**src/rtl/ram_dc.sv**
```systemverilog
// RAM read-data decoder: selects one of eight RAM words or the IO64 input port
// from the CPU address and presents address and data on registered outputs.
module ram_dc (
    input  logic        CLK_DC,
    input  logic        RESET_N,
    input  logic [7:0]  RAM_AD_IN,
    input  logic [15:0] RAM_0,
    input  logic [15:0] RAM_1,
    input  logic [15:0] RAM_2,
    input  logic [15:0] RAM_3,
    input  logic [15:0] RAM_4,
    input  logic [15:0] RAM_5,
    input  logic [15:0] RAM_6,
    input  logic [15:0] RAM_7,
    input  logic [15:0] IO64_IN,
    output logic [7:0]  RAM_AD_OUT,
    output logic [15:0] RAM_OUT
);

    logic [15:0] rd_data_d;
    logic [15:0] rd_data_q;
    logic [7:0]  ram_ad_q;

    // Address decode: 0x00-0x07 pick a RAM word, 0x40-0x7F alias the IO port,
    // everything else reads as zero.
    always_comb begin
        rd_data_d = 16'h0000;
        if (RAM_AD_IN[7:3] == 5'b00000) begin
            case (RAM_AD_IN[2:0])
                3'd0: rd_data_d = RAM_0;
                3'd1: rd_data_d = RAM_1;
                3'd2: rd_data_d = RAM_2;
                3'd3: rd_data_d = RAM_3;
                3'd4: rd_data_d = RAM_4;
                3'd5: rd_data_d = RAM_5;
                3'd6: rd_data_d = RAM_6;
                3'd7: rd_data_d = RAM_7;
                default: rd_data_d = 16'h0000;
            endcase
        end else if (RAM_AD_IN[7:6] == 2'b01) begin
            rd_data_d = IO64_IN;
        end
    end

    // Output registers; reset clears both immediately, discarding any pending read.
    always_ff @(posedge CLK_DC or negedge RESET_N) begin
        if (!RESET_N) begin
            ram_ad_q  <= 8'h00;
            rd_data_q <= 16'h0000;
        end else begin
            ram_ad_q  <= RAM_AD_IN;
            rd_data_q <= rd_data_d;
        end
    end

    assign RAM_AD_OUT = ram_ad_q;
    assign RAM_OUT    = rd_data_q;

endmodule

```
**config.mk**
```make
export PLATFORM = sky130hd
export DESIGN_NAME = ram_dc
export DESIGN_NICKNAME = d
export VERILOG_FILES = /design/src/rtl/ram_dc.sv
export SDC_FILE = /design/constraint.sdc
export NUM_CORES = 1
export LEC_CHECK = 0
export BUFFER_PORTS_ARGS = -buffer_cell sky130_fd_sc_hd__clkbuf_2
export CAP_MARGIN = 20
export CORE_ASPECT_RATIO = 1.25
export CORE_MARGIN = 10
export CORE_UTILIZATION = 40
export DETAILED_ROUTE_END_ITERATION = 12
export PLACE_DENSITY = 0.86
export SLEW_MARGIN = 20
export SYNTH_ARGS = -nofsm -noshare
export SYNTH_HDL_FRONTEND = slang
export SYNTH_SLANG_ARGS = --single-unit
```
**constraint.sdc**
```tcl
create_clock -name CLK_DC -period 0.8 [get_ports CLK_DC]
set_clock_uncertainty 0.05 [all_clocks]
set_input_delay 0.04 -clock CLK_DC [delete_from_list [all_inputs] [get_ports CLK_DC]]
set_output_delay 0.04 -clock CLK_DC [all_outputs]
set_load 0.02 [all_outputs]
```
Word level (Yosys, flattened, before mapping) --
Index checks and enable logic that the tools add are counted.
Operators by class: equal/unequal tests 8, reduce and logical (&&, ||, !) cells 2, multiplexer cells 3
Operator list (number):
- $pmux W16 S8 | 1
- $mux W16 | 2
- $eq A3 B3 Y1 const B | 4
- $eq A3 B2 Y1 const B | 2
- $logic_not A5 Y1 | 1
- $eq A3 B1 Y1 const B | 1
- $logic_not A3 Y1 | 1
- $eq A2 B1 Y1 const B | 1
Storage, ports and cells: bits in registers 24, output and inout port bits 24, word-level logic and storage cells 15, input bits 154

Logic depth before layout (Yosys ltp) --
depth in word-level cells 3, gate-level depth with buffers 7, gate-level depth less buffers 4

Worst setup path before layout --
Ideal clock, no wire load.
path kind input-to-reg, start in RAM_AD_IN[2], end reg rd_data_q[11] (netlist: RAM_OUT[11]), data arrival time 1025 ps, path buffers 2, stages on the path 6, required time 629 ps, library setup time 121 ps, slack -397 ps, path through buf_6 buf_6 mux2_4 a222oi_1 a21boi_2 o21ai_1
On the way: word-level cells in the longest chain between the ends 3, elaborated cells between the ends (all ways) 10, classes of those cells eq/ne (7); mux (2); reduce/logical (1)
Ends and longest elaborated chain:
- from (decl) | RTL line 6 | input logic [7:0] RAM_AD_IN,
- $eq A3 B3 Y1 (tied with other cells) | RTL line 29 | case (RAM_AD_IN[2:0])
- $pmux W16 S8 * | RTL line 29
- $mux W16 * | RTL line 28 | if (RAM_AD_IN[7:3] == 5'b00000) begin
- via rd_data_d[11] | RTL line 20 | logic [15:0] rd_data_d;
- to (signal assigned) | RTL line 52 | rd_data_q <= rd_data_d;
- to (decl) | RTL line 21 | logic [15:0] rd_data_q;
Mark *: on every way through the listed nets, which the timed path passes. The rest lies on a longest branch.

Worst setup path in the final report --
start in RAM_AD_IN[2], end reg rd_data_q[12] (netlist: RAM_OUT[12])
The elaborated chain is that of the path after synthesis.

==> reports/metrics.csv <==
metric,value,unit
hpwl,7580,microns
core,0.00469,sq mm
final_util,79.3,%
yosysMostFrequentCell,dfrtp_1,
start_kind,primary input,
dr.pass1.iters,6,
required,0.90,ns
die-height,97.2,microns
critical_path_class,primary input to flop,
ios,178,
syn_area_per_cell,8.92,sq um
die_area,0.00795,sq mm
postRouteAntennaNets,0,
row_count,28,
max_freq,905,MHz
synthCells,214,
clk_pin_slew,0.09,ns
area.growth.synth_to_final,95.1,%
timing.final.ws_setup,-0.304,ns
num_vias,2673,
fin_crit_sh,138,%
gp_congestion,0.864,
wirelength,9740,microns
drt_iter0_drc,165,
multiInputGateArea,0.00132,sq mm
slew_violations,0,
synthTopCellsByArea,"dfrtp_1 31%, mux2i_1 8.9%, a222oi_1 6.8%",
synth_area,0.00191,sq mm
cp-end-kind,flop,
critPathMaxFanout,7,
post_drt_wl_per_cell,19.8,microns
fillers,323,
cp.arrival,1.21,ns
cts_num_sinks,24,
outcome,"complete, but fails checks",
htree_levels,1,
numPortBuffers,177,
drive_gt1_share,60.0,%
pre_cts_slack,-0.682,ns
drv_cap,0,
synth.net_count,368,
clk_root_buffer_cell,clkbuf_8,
ys_types,31,
crit_slowest_cell,mux2_2,
placed_cell_area,0.00301,sq mm
hold_class,primary input to flop,
grt_usage,22.7,%
leakagePower,1.88,nW
antenna_cells,0,
p_per_area,1080,mW/mm^2
crit_family,compound AO/OA/AOI/OAI gates,
synthTopCellsByCount,"24 x dfrtp_1, 21 x o21ai_0, 17 x mux2i_1, 17 x nand2_1, 16 x nand2b_1",
seqCellArea,601,sq um
hp-start,RAM_AD_IN[1],
hold_viol_final,0,
die_w,81.8,microns
violations,negative setup slack,
gr-total-overflow,0,
drcViolationCount,0,
grt_pass1_vias,2928,
post-route-min-period,1.10,ns
grt_start_max_net_pins,25,
ys_seq_area_share,31.5,%
synth_top_area_cell,dfrtp_1,
critical_path.max_stage_delay,0.33,ns
tns,-5.77,ns
antenna_found_initial,0,
vdd.ir_drop.worst,0.647,mV
crit_chain,"clkbuf_16, buf_8, mux2_2, a222oi_1, nor2b_1, o21ai_1",
postLayoutCellArea,0.00372,sq mm
initial_core_util,40.7,%
ys_async_sr_fraction,100,%
nets,587,
p_total,4.02,mW
crit_buf_inv,2,
viasPerCell,5.43,
grt_pass1_wl,14400,microns
rsz0062_at_grt,true,
synth-edff-count,0,
synth_top_area_share,31.5,%
synth_ff_type,dfrtp_1,
max-slew-margin-rel,75.8,%
ys_seq_elements,24,
yosysWarnings,0,
cts_tree,built,
numCtsBuffers,3,
setup_viol,40,
worst_pin_slew,0.364,ns
clockBufferDepth,2,
crit_start,RAM_AD_IN[2],
-- path summary, 6_finish.rpt --
| kind | endpoint | depth (start not counted) |
|---|---|---|
| worst max-delay path | RAM_OUT[12] | 6 |
| worst min-delay path | RAM_AD_OUT[1] | 2 |
| max in group asynchronous | RAM_AD_OUT[7] | 3 |
| min in group asynchronous | RAM_OUT[7] | 3 |
-- per-stage QoR --
stage,hold WS [ns],instances
final,0.0196,492
after global routing,0.0167,492
after CTS,0.00352,491
after detailed placement,-0.00577,460
after global placement,-0.0126,460
after floorplan,-0.306,214
-- cell type report --
cell class,count,area share [%]
clock buffers,3,1.11
clock inverters,1,0.806
inverters,1,0.101
multi-input cells,170,35.4
flip-flops and latches,24,16.1
well taps,60,2.02
repair buffers,233,44.5
-- cells by family (layout without fill, tap and decap cells) --
group	Yosys count	after routing	synth area share, %
simple gates	58	58	17.0
compound gates	82	82	28.4
flops	24	24	31.5
mux	30	30	16.8
buf+inv	20	238	6.36
-- where the power goes --
part / internal [mW] / total, mW / leakage [nW] / switching, mW
sequential: 1.27 / 1.30 / 0.308 / 0.0290
clock: 0.669 / 1.08 / 0.0357 / 0.416
combinational: 0.931 / 1.64 / 1.53 / 0.707
total: 2.87 / 4.02 / 1.88 / 1.15
-- what timing repair did --
item / 4_1_cts / 5_1_grt
gates cloned: 1 / 1
gates resized for setup: 44 / 79
setup buffers: 4 / 0
endpoints found under the setup margin: 40 / 40
hold buffers: 22 / 0
endpoints found under the hold margin: 45 / 0
pin swaps: 20 / 11
-- state kept, by name, summed over array words and instances, names as in the netlist --
register and count:
RAM_AD_OUT 8, RAM_OUT 16
-- placed cells by master (no fill, tap or decap), types with 2 or more instances in the layout --
cell | netlist | layout
clkbuf_2 | 1 | 152
buf_6 | 4 | 29
dfrtp_1 | 24 | 24
o21ai_1 | 13 | 22
dlygate4sd3_1 | 0 | 22
buf_4 | 2 | 18
nand2_1 | 17 | 17
nand2b_1 | 16 | 16
mux2i_1 | 17 | 14
a222oi_1 | 13 | 13
a21oi_1 | 14 | 12
o21ai_0 | 21 | 11
a211oi_2 | 0 | 8
nor2b_2 | 0 | 8
a211oi_1 | 15 | 7
mux2_4 | 1 | 7
nor2b_1 | 14 | 6
mux2_2 | 11 | 6
clkbuf_8 | 0 | 6
buf_12 | 0 | 4
a32o_1 | 3 | 3
nor3_2 | 0 | 2
nor2_4 | 1 | 2
mux2i_2 | 0 | 2
a21oi_2 | 0 | 2
a22o_1 | 2 | 2
buf_8 | 0 | 2
-- per-layer routing --
layer,wire length [microns],part of all wire [%],track usage [%],vias up
met4,380,3.9,7.87,0
met3,771,7.9,5.37,32
met1,3580,37,26.3,1218
met2,5010,51,38.7,173
met5,0,0,0,-
li1,-,-,-,1250
Note: power is estimated with default switching activity, not from simulation.
